===== src/rtl/bcd_pkg.sv =====
// Shared constants and state encoding for the BCD <-> binary converters.
// Also holds the digit-validity helper used at capture time.
package bcd_pkg;

    typedef enum logic [1:0] {
        ST_IDLE = 2'd0,
        ST_ACC  = 2'd1,
        ST_DONE = 2'd2
    } state_t;

    localparam int          DIGIT_W    = 4;
    localparam logic [3:0]  BCD_MAX    = 4'd9;
    localparam int          NUM_DIGITS = 4;
    localparam logic [13:0] MAX_VALUE  = 14'd9999;

    function automatic logic digit_invalid(input logic [DIGIT_W-1:0] d);
        return (d > BCD_MAX);
    endfunction

endpackage


===== src/rtl/bcd_to_bin4_if.sv =====
// Start/done handshake, digit inputs and result outputs of bcd_to_bin4.
interface bcd_to_bin4_if #(
    parameter int VALUE_W = 14
) ();
    logic               start;
    logic [3:0]         A;
    logic [3:0]         B;
    logic [3:0]         C;
    logic [3:0]         D;
    logic [VALUE_W-1:0] value;
    logic               done;
    logic               busy;
    logic               err;

    modport master (output start, A, B, C, D, input value, done, busy, err);
    modport slave  (input start, A, B, C, D, output value, done, busy, err);
endinterface


===== src/rtl/mul10_add.sv =====
// One Horner step: acc*10 + digit, with the multiply built from two shifts.
module mul10_add
    import bcd_pkg::*;
#(
    parameter int VALUE_W = 14
) (
    input  logic [VALUE_W-1:0] acc,
    input  logic [DIGIT_W-1:0] digit,
    output logic [VALUE_W-1:0] sum
);
    assign sum = (acc << 2'd3) + (acc << 2'd1) + VALUE_W'(digit);
endmodule


===== src/rtl/bcd_to_bin4.sv =====
// Sequential four-digit BCD to binary converter, one Horner step per clock.
// Invalid digits are flagged at capture and force a zero result.
module bcd_to_bin4
    import bcd_pkg::*;
#(
    parameter int VALUE_W = 14
) (
    input logic          clk,
    input logic          rst,
    bcd_to_bin4_if.slave bus
);
    state_t               state_r;
    state_t               state_next_s;
    logic [15:0]          digits_r;
    logic [VALUE_W-1:0]   acc_r;
    logic [1:0]           step_r;
    logic [VALUE_W-1:0]   value_r;
    logic                 done_r;
    logic                 busy_r;
    logic                 err_r;
    logic                 load_s;
    logic                 step_en_s;
    logic                 finish_s;
    logic                 invalid_s;
    logic [DIGIT_W-1:0]   digit_s;
    logic [VALUE_W-1:0]   sum_s;

    assign invalid_s = digit_invalid(bus.A) | digit_invalid(bus.B) |
                       digit_invalid(bus.C) | digit_invalid(bus.D);

    mul10_add #(.VALUE_W(VALUE_W)) u_mul10_add (
        .acc   (acc_r),
        .digit (digit_s),
        .sum   (sum_s)
    );

    // Step counter selects A..D, most significant first.
    always_comb begin
        digit_s = digits_r[3:0];
        case (step_r)
            2'd0:    digit_s = digits_r[15:12];
            2'd1:    digit_s = digits_r[11:8];
            2'd2:    digit_s = digits_r[7:4];
            2'd3:    digit_s = digits_r[3:0];
            default: digit_s = digits_r[3:0];
        endcase
    end

    // State register.
    always_ff @(posedge clk or negedge rst) begin
        if (!rst) begin
            state_r <= ST_IDLE;
        end else begin
            state_r <= state_next_s;
        end
    end

    // Next-state and datapath control decode; start is ignored while accumulating.
    always_comb begin
        state_next_s = state_r;
        load_s       = 1'b0;
        step_en_s    = 1'b0;
        finish_s     = 1'b0;
        case (state_r)
            ST_IDLE, ST_DONE: begin
                if (bus.start) begin
                    state_next_s = ST_ACC;
                    load_s       = 1'b1;
                end else begin
                    state_next_s = state_r;
                end
            end
            ST_ACC: begin
                step_en_s = 1'b1;
                if (step_r == 2'd3) begin
                    finish_s     = 1'b1;
                    state_next_s = ST_DONE;
                end else begin
                    state_next_s = ST_ACC;
                end
            end
            default: state_next_s = ST_IDLE;
        endcase
    end

    // Datapath and registered outputs; value only updates on DONE entry.
    always_ff @(posedge clk or negedge rst) begin
        if (!rst) begin
            digits_r <= 16'd0;
            acc_r    <= '0;
            step_r   <= 2'd0;
            value_r  <= '0;
            done_r   <= 1'b0;
            busy_r   <= 1'b0;
            err_r    <= 1'b0;
        end else if (load_s) begin
            digits_r <= {bus.A, bus.B, bus.C, bus.D};
            acc_r    <= '0;
            step_r   <= 2'd0;
            err_r    <= invalid_s;
            done_r   <= 1'b0;
            busy_r   <= 1'b1;
        end else if (step_en_s) begin
            acc_r  <= sum_s;
            step_r <= step_r + 2'd1;
            if (finish_s) begin
                value_r <= err_r ? '0 : sum_s;
                done_r  <= 1'b1;
                busy_r  <= 1'b0;
            end else begin
                value_r <= value_r;
            end
        end else begin
            acc_r <= acc_r;
        end
    end

    assign bus.value = value_r;
    assign bus.done  = done_r;
    assign bus.busy  = busy_r;
    assign bus.err   = err_r;

endmodule


===== src/flat_wrapper.sv =====
// flat-port wrapper written by rule: the top's interface ports become plain ports
module bcd_to_bin4_flat import bcd_pkg::*;
#(
    parameter int VALUE_W = 14
)
  (clk, rst, bus_start, bus_A, bus_B, bus_C, bus_D, bus_value, bus_done, bus_busy, bus_err);
  bcd_to_bin4_if #(.VALUE_W(VALUE_W)) bus_i ();
  input logic clk;
  input logic rst;
  input wire logic [$bits(bus_i.start)-1:0] bus_start;
  input wire logic [$bits(bus_i.A)-1:0] bus_A;
  input wire logic [$bits(bus_i.B)-1:0] bus_B;
  input wire logic [$bits(bus_i.C)-1:0] bus_C;
  input wire logic [$bits(bus_i.D)-1:0] bus_D;
  output wire logic [$bits(bus_i.value)-1:0] bus_value;
  output wire logic [$bits(bus_i.done)-1:0] bus_done;
  output wire logic [$bits(bus_i.busy)-1:0] bus_busy;
  output wire logic [$bits(bus_i.err)-1:0] bus_err;
  assign bus_i.start = bus_start;
  assign bus_i.A = bus_A;
  assign bus_i.B = bus_B;
  assign bus_i.C = bus_C;
  assign bus_i.D = bus_D;
  assign bus_value = bus_i.value;
  assign bus_done = bus_i.done;
  assign bus_busy = bus_i.busy;
  assign bus_err = bus_i.err;
  bcd_to_bin4 #(.VALUE_W(VALUE_W)) u_core (.clk(clk), .rst(rst), .bus(bus_i));
endmodule

===== config.mk =====
export PLATFORM = sky130hd
export DESIGN_NAME = bcd_to_bin4_flat
export DESIGN_NICKNAME = d
export VERILOG_FILES = /design/src/rtl/bcd_pkg.sv /design/src/rtl/bcd_to_bin4_if.sv /design/src/rtl/mul10_add.sv /design/src/rtl/bcd_to_bin4.sv /design/src/flat_wrapper.sv
export SDC_FILE = /design/constraint.sdc
export NUM_CORES = 1
export LEC_CHECK = 0
export CORE_ASPECT_RATIO = 1.25
export CORE_MARGIN = 4
export CORE_UTILIZATION = 47
export DETAILED_ROUTE_END_ITERATION = 7
export DONT_BUFFER_PORTS = 1
export GPL_ROUTABILITY_DRIVEN = 0
export PLACE_DENSITY = 0.71
export RECOVER_POWER = 100
export SYNTH_ARGS = -nofsm -noshare
export SYNTH_HDL_FRONTEND = slang
export SYNTH_SLANG_ARGS = --single-unit

===== constraint.sdc =====
create_clock -name clk -period 4.1 [get_ports clk]
set_input_delay 1.23 -clock clk [delete_from_list [all_inputs] [get_ports clk]]
set_output_delay 1.23 -clock clk [all_outputs]
set_load 0.005 [all_outputs]

# Word-level counts from Yosys, hierarchy flattened
# Cells that the tools add are included.
dict set report classes {
  add_sub_neg 3
  order_cmp 4
  n_eq_ne 6
  mux 20
  bitwise_logic 4
  n_reduce_logical 7
}
# operator n
set ops {}
lappend ops {{$mux 13} 2}
lappend ops {{$gt 4x4->1 const B} 4}
lappend ops {{$pmux 4 s4} 1}
lappend ops {{$add 14x14->14} 1}
lappend ops {{$add 14x4->14} 1}
lappend ops {{$mux 14} 1}
lappend ops {{$mux 1} 11}
lappend ops {{$mux 2} 4}
lappend ops {{$eq 2x2->1 const B} 3}
lappend ops {{$eq 2x1->1 const B} 2}
lappend ops {{$logic_not 2->1} 2}
lappend ops {{$pmux 2 s2} 1}
lappend ops {{$reduce_bool 2->1} 2}
lappend ops {{$or 1x1->1} 3}
lappend ops {{$reduce_and 3->1} 1}
lappend ops {{$add 2x1->2 const B} 1}
lappend ops {{$ne 2x2->1 const B} 1}
lappend ops {{$reduce_and 2->1} 1}
lappend ops {{$reduce_or 2->1} 1}
lappend ops {{$not 1->1} 1}
dict set report word_totals {
  reg_bits 50
  output_inout_bits 17
  elab_cells 52
}

# Logic depth before layout (Yosys ltp)
# Gate-level depths: netlist of run 1.
dict set report logic_depth {
  ltp_word 6
  ltp_mapped 13
  mapped_depth_nobuf 13
}

# Modules after synthesis
# A second synthesis of run 1 with hierarchy kept.
dict set report hier_totals {
  hier_cells 277
  hier_area_um2 2807.7
}
# mod instances cells_per_inst area_per_inst_um2 seq_area_each_um2
set by_module_without_submodules {}
lappend by_module_without_submodules {bcd_to_bin4 1 202 2152.1 1276.2}
lappend by_module_without_submodules {mul10_add 1 75 655.6 0.0}

# Least setup slack after synthesis of run 1
# Ideal clock, no wire load.
dict set report synth_timing {
  path_type {register to register}
  start {reg u_core.step_r[0]}
  end {reg u_core.acc_r[12]}
  setup_ns 0.087
  arrival_ns 2.964
  required_ns 4.013
  path_slack_ns 1.050
  path_stages_with_launch 12
  path_buffers 0
  synth_period_minus_slack_ns 3.050
  path_cell_list {dfrtp_1 -> ha_1 -> a222oi_1 -> mux2i_1 -> fa_1 -> inv_1 -> fa_1 -> nand2b_1 -> a21oi_1 -> o211ai_1 -> o21a_1 -> o211ai_1}
}
dict set report synth_between {
  elab_chain_len 5
  elab_cells_between_ends 8
}
# element line
set synth_rtl {}
lappend synth_rtl {{from (decl)} bcd_to_bin4.sv:16} ;# logic [1:0] step_r;
lappend synth_rtl {{from (signal assigned)} bcd_to_bin4.sv:105} ;# step_r <= step_r + 2'd1;
lappend synth_rtl {{$eq 2x2->1, or another cell as far along} bcd_to_bin4.sv:40} ;# case (step_r)
lappend synth_rtl {{$pmux 4 s4 (*)} bcd_to_bin4.sv:40}
lappend synth_rtl {{$add 14x4->14 (*)} mul10_add.sv:11} ;# assign sum = (acc << 2'd3) + (acc << 2'd1) + VALUE_W'(digit);
lappend synth_rtl {{$mux 13 (*)} bcd_to_bin4.sv:103} ;# end else if (step_en_s) begin
lappend synth_rtl {{$mux 13 (*)} bcd_to_bin4.sv:96} ;# end else if (load_s) begin
lappend synth_rtl {{to (signal assigned)} bcd_to_bin4.sv:104} ;# acc_r <= sum_s;
lappend synth_rtl {{to (signal assigned)} bcd_to_bin4.sv:114} ;# acc_r <= acc_r;
lappend synth_rtl {{to (decl)} bcd_to_bin4.sv:15} ;# logic [VALUE_W-1:0] acc_r;
# Mark *: on every way between the ends. The rest lies on a longest branch, timed or not. The select of a mux whose other input is x is not followed.
# A chain may end at the register's enable or synchronous reset.

# Worst setup path in the final report of run 1
dict set report layout_timing {
  start {reg u_core.step_r[0]}
  end {reg u_core.value_r[12], in the netlist u_core.bus.value[12]}
}
dict set report layout_between {
  elab_chain_len 4
  elab_cells_between_ends 10
}
# element line
set layout_rtl {}
lappend layout_rtl {{$eq 2x2->1, or another cell as far along} {bcd_to_bin4.sv:40, bcd_to_bin4.sv:75}}
lappend layout_rtl {{$pmux 4 s4 / $mux 1 (equally long branches)} {bcd_to_bin4.sv:40, bcd_to_bin4.sv:75}}
lappend layout_rtl {{$add 14x4->14 / $mux 1 (equally long branches)} {mul10_add.sv:11, bcd_to_bin4.sv:64}}
lappend layout_rtl {{$mux 14 / $reduce_and 3->1 (equally long branches)} --}
lappend layout_rtl {{to (signal assigned)} bcd_to_bin4.sv:107} ;# value_r <= err_r ? '0 : sum_s;
lappend layout_rtl {{to (signal assigned)} bcd_to_bin4.sv:111} ;# value_r <= value_r;
lappend layout_rtl {{to (decl)} bcd_to_bin4.sv:17} ;# logic [VALUE_W-1:0] value_r;
# Parallel ways exist; a longest one is shown, timed or not.

==> summary.txt, run 1 <==
Power
  • Power per Cell Area: 936 nW/um^2
  • Max rail drop VDD: slightly below 0.4 mV
  • Leakage power: 0.00134 uW
  • Total power: 2700 uW

Route
  • Final antenna-violating net count: 0
  • WL per Instance: 17.7 um
  • Detailed Routing Iterations Pass 1: 6
  • Number of remaining DRC errors: 0
  • Drt first-iter violations: 87
  • Routed vias: approximately 1,900
  • Vias per cell: between 6 and 7
  • Routed Wire Length: between 5 and 6 mm

Global routing
  • Largest net degree at the start of global routing: approximately 50
  • Remaining global-route overflow: 0
  • Initial antenna violation count: 0
  • GRT Total Usage: between 10% and 20%
  • First-pass GRT wire length: ~9.4 mm
  • Vias in the first global route: roughly 2,000

Floorplanning
  • Starting density of the core: 49.5%
  • Die Area: slightly above 7000 sq um
  • # IOs: 36
  • Die X: roughly 76 um
  • Cell Rows: 30
  • Die Height: 93.3 um
  • Core ar.: 5520 sq um

Logic synthesis
  • Yosys top cell by area: dfrtp_1
  • Main synth FF type: dfrtp_1
  • Post-synthesis mux area share: between 6 and 7%
  • Syn Nets: 297
  • Area share of the largest cell type after synthesis: 45.8%
  • Post-Synthesis Cell Area: 2730 sq um
  • Cells after Synth: 250
  • Synth Area in Simple Gates: roughly a tenth
  • Synth Area in XOR/XNOR: under 10%
  • Area contributors post-synth: dfrtp_1 (46%), ha_1 (12%), mux2_2 (4.9%), a22o_1 (4.2%), nand2_1 (3.3%)
  • Syn avg cell area: roughly 11 sq um
  • Synth Area in Compound Gates: 18.7%
  • Largest family of logic cells by synthesized area: compound AO/OA/AOI/OAI gates
  • Synth warnings: 0
  • Post-synthesis cell type count: 38
  • Adder-cell share of the synthesized area: a little over an eighth
  • Sequential area share after synthesis: a little under half
  • Number of synthesized register bits: 50
  • Post-synth EDFFs: 0
  • Synth async-reset ratio: between 90% and 100%

Timing
  • Min Tclk post-route: 3340 ps
  • Max frequency: ~300 MHz
  • Final worst-path cycle share: slightly above 80%
  • RSZ-0062 raised after global routing: false
  • Worst slew pin tran: about 1100 ps
  • Setup Viol. Count Final: 0
  • Hold Fails Final Rpt: 0
  • Max Slew Vio Count: 0
  • Setup TNS: 0 ps
  • Setup Skew: ~5.6 ps
  • Final WS setup: approximately 760 ps
  • Relative slew slack: about 25%

Setup path
  • Critical path's slowest cell: fa_1
  • Data arrival, critical path: 3560 ps
  • WP buf/inv: 1
  • Worst Path Required: about 4300 ps
  • Type of origin of the critical path: register
  • Worst path depth: 11
  • Setup crit end kind: register
  • FF-to-FF setup slack: roughly 760 ps
  • Critical setup path kind: register to register
  • CP max FO: 7
  • FF-to-FF End: u_core.bus.value[12]
  • FF-to-FF Start: u_core.step_r[0]
  • Worst setup path endpoint: u_core.bus.value[12]
  • Worst path max stage delay: between 500 and 600 ps
  • CP delay by family, top: adder cells
  • Worst path cell trace: ha_1 > a222oi_1 > mux2i_1 > fa_1 > inv_1 > fa_1 > nand2b_1 > a21oi_1 > o211ai_1 > o21a_1 > o211ai_1
  • R2r worst-path depth: 11
  • Crit path launch: u_core.step_r[0]

Finish
  • Layout cells sized above 1: 10.0%
  • Final non-filler cell area: between 2000 and 3000 sq um
  • FILL cells: approximately 480
  • Area of the multi-input gates: 1390 sq um
  • Area Growth Syn to Fin: 5.45%
  • N_diodes: 0
  • Register area: roughly 1300 sq um
  • Nets@finish: slightly below 300

Clocking
  • Setup Fix Bufs, Post-CTS: 0
  • TritonCTS Buffers: 5
  • CTS clock-pin slew for the worst setup and hold paths: approximately 90 ps
  • Cts hold-fix bufs: 0
  • H-tree Lvls: 2
  • CTS sink cnt: 50
  • Root Driver: clkbuf_8
  • CTS tree: built
  • Clock Path Buffers: 2
  • CTS resizes: 0
  • Skew-Pair Late Insertion Delay: around 300 ps

Run
  • Max cap viols: 0

Placement
  • Dpl cell area: roughly 2800 sq um
  • # port buffers: 0
  • Post-DP HPWL: between 4 and 5 mm
  • Pre-CTS setup slack: 778 ps

Status
  • Status: finished clean

Min path
  • Hold Crit Class: register to register
[layout make-up]
cell class,count,share of cell area [%]
repair buffers,3,0.521
clock buffers,7,2.65
flip-flops and latches,50,43.4
multi-input cells,178,48.3
clock inverters,1,1.04
well taps,64,2.78
inverters,10,1.30
[metal layers]
metal  vias to the layer above  GRT usage [%]  routed length, um
met2                        41           28.2               2830
li1                        914              -                  -
met1                       924           19.9               2420
met5                         -              0                  0
met4                         0           6.12                 95
met3                         8           3.95                213
[how the worst min path moves through the flow]
stage	slack, ps	cells after the start	from	endpoint
floorplan	460	2	u_core.state_r[1]	u_core.state_r[1]
global placement	480	2	u_core.state_r[1]	u_core.state_r[1]
detailed placement	490	2	u_core.state_r[1]	u_core.state_r[1]
CTS	510	2	u_core.state_r[1]	u_core.state_r[1]
global route	540	1	u_core.digits_r[4]	u_core.digits_r[4]
finish	510	2	u_core.state_r[1]	u_core.state_r[1]
[cell usage in the layout, fill, tap and decap left out, drive strengths merged, types with 5 or more instances in the layout]
master,instances
or3,5
nand2,24
o21ai,17
dfrtp,50
inv,10
nor2,8
o211ai,8
mux2,12
xnor2,5
a22o,13
a21o,5
nand2b,6
ha,26
a21oi,10
clkbuf,9
nand4,5
[sequential cells by signal, indices dropped and copies added, names as in the netlist]
name / flops
u_core.bus.err: 1
u_core.bus.busy: 1
u_core.acc_r: 13
u_core.step_r: 2
u_core.bus.done: 1
u_core.bus.value: 14
u_core.state_r: 2
u_core.digits_r: 16
[through the flow]
step	hold slack, ps	utilization (%)	std cells
2_1_floorplan	460	-	250
3_3_place_gp	483	50.5	305
3_5_place_dp	488	50.5	305
4_1_cts	509	52.4	313
5_1_grt	539	52.2	313
6_report	505	52.2	313
[tightest hold or removal path, stage by stage (launching register included)]
cell     delay (ps)
dfrtp_1         360
nand2_1          60
nand2_1          50
[logic make-up after synthesis]
logic type,count (synthesis)
AOI/OAI and AO/OA,70
and+or+nand+nor,57
xor gates and xnor gates,7
adders and majority gates,28
muxes,16
buffers and inverters,22
DFF,50
[where the power goes]
group	internal (uW)	switching [uW]	total, uW	leakage [uW]
sequential	724	181	905	0.000627
clock	183	154	337	0.0000524
combinational	659	797	1460	0.000656
total	1570	1130	2700	0.00134
[Yosys cell counts, types with 4 or more instances]
cell / n
dfrtp_1: 50
ha_1: 26
nand2_1: 24
o21ai_0: 16
a22o_1: 13
mux2_2: 12
inv_1: 10
a21oi_1: 9
o211ai_1: 8
nor2_1: 7
buf_2: 6
nand2b_1: 6
a21o_1: 5
clkbuf_1: 5
nand4_1: 5
or3_1: 5
xnor2_1: 5
a222oi_1: 4
a32o_2: 4
mux2i_1: 4
(Power assumes the default switching activity.)
==> inputs of run 2 (changes only) <==
--- a/config.mk
+++ b/config.mk
@@ -11,7 +11,7 @@
 export DETAILED_ROUTE_END_ITERATION = 7
 export DONT_BUFFER_PORTS = 1
 export GPL_ROUTABILITY_DRIVEN = 0
-export PLACE_DENSITY = 0.71
+export PLACE_DENSITY = 0.73
 export RECOVER_POWER = 100
 export SYNTH_ARGS = -nofsm -noshare
 export SYNTH_HDL_FRONTEND = slang
==> constraint.sdc (replaced) <==
create_clock -name clk -period 3 [get_ports clk]
set_input_delay 0.9 -clock clk [delete_from_list [all_inputs] [get_ports clk]]
set_output_delay 0.9 -clock clk [all_outputs]
set_load 0.005 [all_outputs]
==> summary.txt, run 2 (same netlist as run 1, synthesis figures left out) <==
Status
  • Status: complete, but fails checks
  • Failing checks: setup timing

Placement
  • Post-DP HPWL: 4.25 mm (+2.7%)
  • # port buffers: 0 (unchanged)
  • Dpl cell area: 2870 sq um (+3.1%)

Setup path
  • Critical setup path kind: register to register
  • Data arrival, critical path: 3390 ps (-170 ps)
  • Setup crit end kind: register
  • Type of origin of the critical path: register
  • CP max FO: 4 (-3)
  • R2r worst-path depth: 11 (unchanged)
  • Worst Path Required: 3240 ps (-1080 ps)

Clocking
  • Skew-Pair Late Insertion Delay: 300 ps (about the same)
  • CTS tree: built
  • Clock Path Buffers: 2 (unchanged)
  • CTS sink cnt: 50 (unchanged)
  • TritonCTS Buffers: 5 (unchanged)
  • CTS clock-pin slew for the worst setup and hold paths: 80 ps (about the same)
  • H-tree Lvls: 2 (unchanged)
  • Root Driver: clkbuf_8
  • Cts hold-fix bufs: 0 (unchanged)

Power
  • Internal: 2260 uW (+44%)
  • Power per Cell Area: 1280 nW/um^2 (+37%)
  • Total power: 3920 uW (+45%)
  • Max rail drop VDD: 0.560 mV (+43%)
  • Sw Pwr: 1660 uW (+46%)
  • Logic pwr share: 58.8% (+4.8 points)
  • Sw frac: 42.3% (+0.35 points)
  • Leakage power: 0.00141 uW (+5.6%)
  • Flop pwr share: 31.6% (-2.0 points)
  • Clk pwr share: 9.6% (-2.9 points)

Timing
  • Setup Viol. Count Final: 11 (+11)
  • Final WS setup: -155 ps (-916 ps)
  • Max frequency: 317 MHz (+5.8%)
  • Min Tclk post-route: 3150 ps (-184 ps)
  • Worst-case hold slack: 286 ps (-219 ps)
  • Relative slew slack: 27.7% (+3.1 points)
  • RSZ-0062 raised after global routing: true
  • Final worst-path cycle share: 105% (+24 points)
  • Max Slew Vio Count: 0 (unchanged)
  • Worst slew pin tran: 1090 ps (-45.8 ps)
  • Hold Fails Final Rpt: 0 (unchanged)
  • Setup Skew: 6.65 ps (+1.07 ps)

Finish
  • Commonest cells after routing, fill and taps aside: dfrtp_1 (50), nand2_1 (24), ha_1 (20), buf_4 (18), o21ai_0 (16)
  • Layout cells sized above 1: 21.1% (+11 points)
  • Most common cell after layout, fill and taps aside: dfrtp_1
  • Area Growth Syn to Fin: 11.7%
  • Max FFs per register: 16 (unchanged)
  • Final non-filler cell area: 3050 sq um (+5.9%)
  • Nets@finish: 313 (+6.1%)
  • Largest Register: u_core.digits_r
  • N_diodes: 0 (unchanged)

Route
  • Routed vias: 1,975 (+4.7%)
  • Number of remaining DRC errors: 0 (unchanged)
  • Final antenna-violating net count: 0 (unchanged)
  • Routed Wire Length: 5.83 mm (+5.0%)
  • Detailed Routing Iterations Pass 1: 4 (-2)
  • WL per Instance: 17.7 um (-0.10%)
  • Drt first-iter violations: 150 (+72%)
  • Vias per cell: 6.00 (-0.43%)

Floorplanning
  • Cell Rows: 30 (unchanged)
  • Die Area: 7110 sq um (unchanged)
  • # IOs: 36 (unchanged)
  • Die X: 76.2 um (unchanged)
  • Core ar.: 5520 sq um (unchanged)
  • Die Height: 93.3 um (unchanged)
  • Starting density of the core: 49.5% (unchanged)

Min path
  • Hold Crit Class: primary input to asynchronous set/reset pin

Global routing
  • First-pass GRT wire length: 9.84 mm (+4.4%)
  • GRT Total Usage: 17.0% (+0.57 points)
  • Initial antenna violation count: 0 (unchanged)
  • Largest net degree at the start of global routing: 51 (unchanged)
  • Remaining global-route overflow: 0 (unchanged)
  • Vias in the first global route: 2,087 (+5.6%)

Run
  • Max cap viols: 0 (unchanged)
[run 2: cell count changes in the layout (fill, tap and decap cells not counted), sizes merged]
cell	change
buf	+17
bufinv	-1
[run 2: power by group through the flow]
stage / clock network (uW) / registers [uW] / logic (uW)
2_1_floorplan: 0 / 1160 / 1630
3_3_place_gp: 0 / 1250 / 2050
3_5_place_dp: 0 / 1260 / 2110
4_1_cts: 394 / 1240 / 2260
5_1_grt: 424 / 1270 / 2550
6_report: 377 / 1240 / 2310
[run 2: what timing repair did]
item / CTS / global route
buffers inserted: 7 / 0
pin swaps: 14 / 4
resized for setup: 11 / 3
setup endpoints to repair: 11 / 14
[run 2: per-stage QoR]
stage / cells / setup TNS, ps / util [%] / setup slack, ps
final: 329 / -1140 / 55.3 / -155
after global routing: 329 / -3130 / 55.3 / -329
after CTS: 329 / -1020 / 55.2 / -137
after detailed placement: 316 / -969 / 52.0 / -195
after global placement: 316 / -381 / 52.0 / -99.2
after floorplan: 250 / 0 / - / 0.929
[run 2: critical path: stages (launching register included)]
cell	delay, ps
dfrtp_1	430
ha_2	210
a222oi_1	310
mux2i_1	150
fa_1	490
buf_4	160
ha_4	250
a21o_1	110
nand4_1	190
a211o_1	350
a2111o_1	380
nand3_1	70
[run 2: cell type report]
| class | instances | area (sq um) |
|---|---|---|
| clock buffers | 6 | 82.6 |
| repair buffers | 21 | 146 |
| flip-flops and latches | 50 | 1250 |
| well taps | 64 | 80.1 |
| inverters | 10 | 37.5 |
| fillers | 461 | 2460 |
| multi-input cells | 178 | 1460 |
[run 2: worst paths after layout]
kind	from	endpoint	slack, ps
worst max-delay path	u_core.step_r[1]	u_core.bus.value[13]	-150
worst min-delay path	rst	u_core.bus.value[13]	290
worst max register to register	u_core.step_r[1]	u_core.bus.value[13]	-150
worst min register to register	u_core.state_r[1]	u_core.state_r[1]	490
max in group asynchronous	rst	u_core.acc_r[7]	2610
min in group clk	u_core.state_r[1]	u_core.state_r[1]	490
[run 2: routing by layer]
layer / GRT usage, % / vias up / wire [um]
met5: 0 / - / 0
met4: 5.25 / 0 / 91
met3: 3.18 / 9 / 189
met2: 31.8 / 40 / 3100
met1: 19.4 / 982 / 2450
li1: - / 944 / -
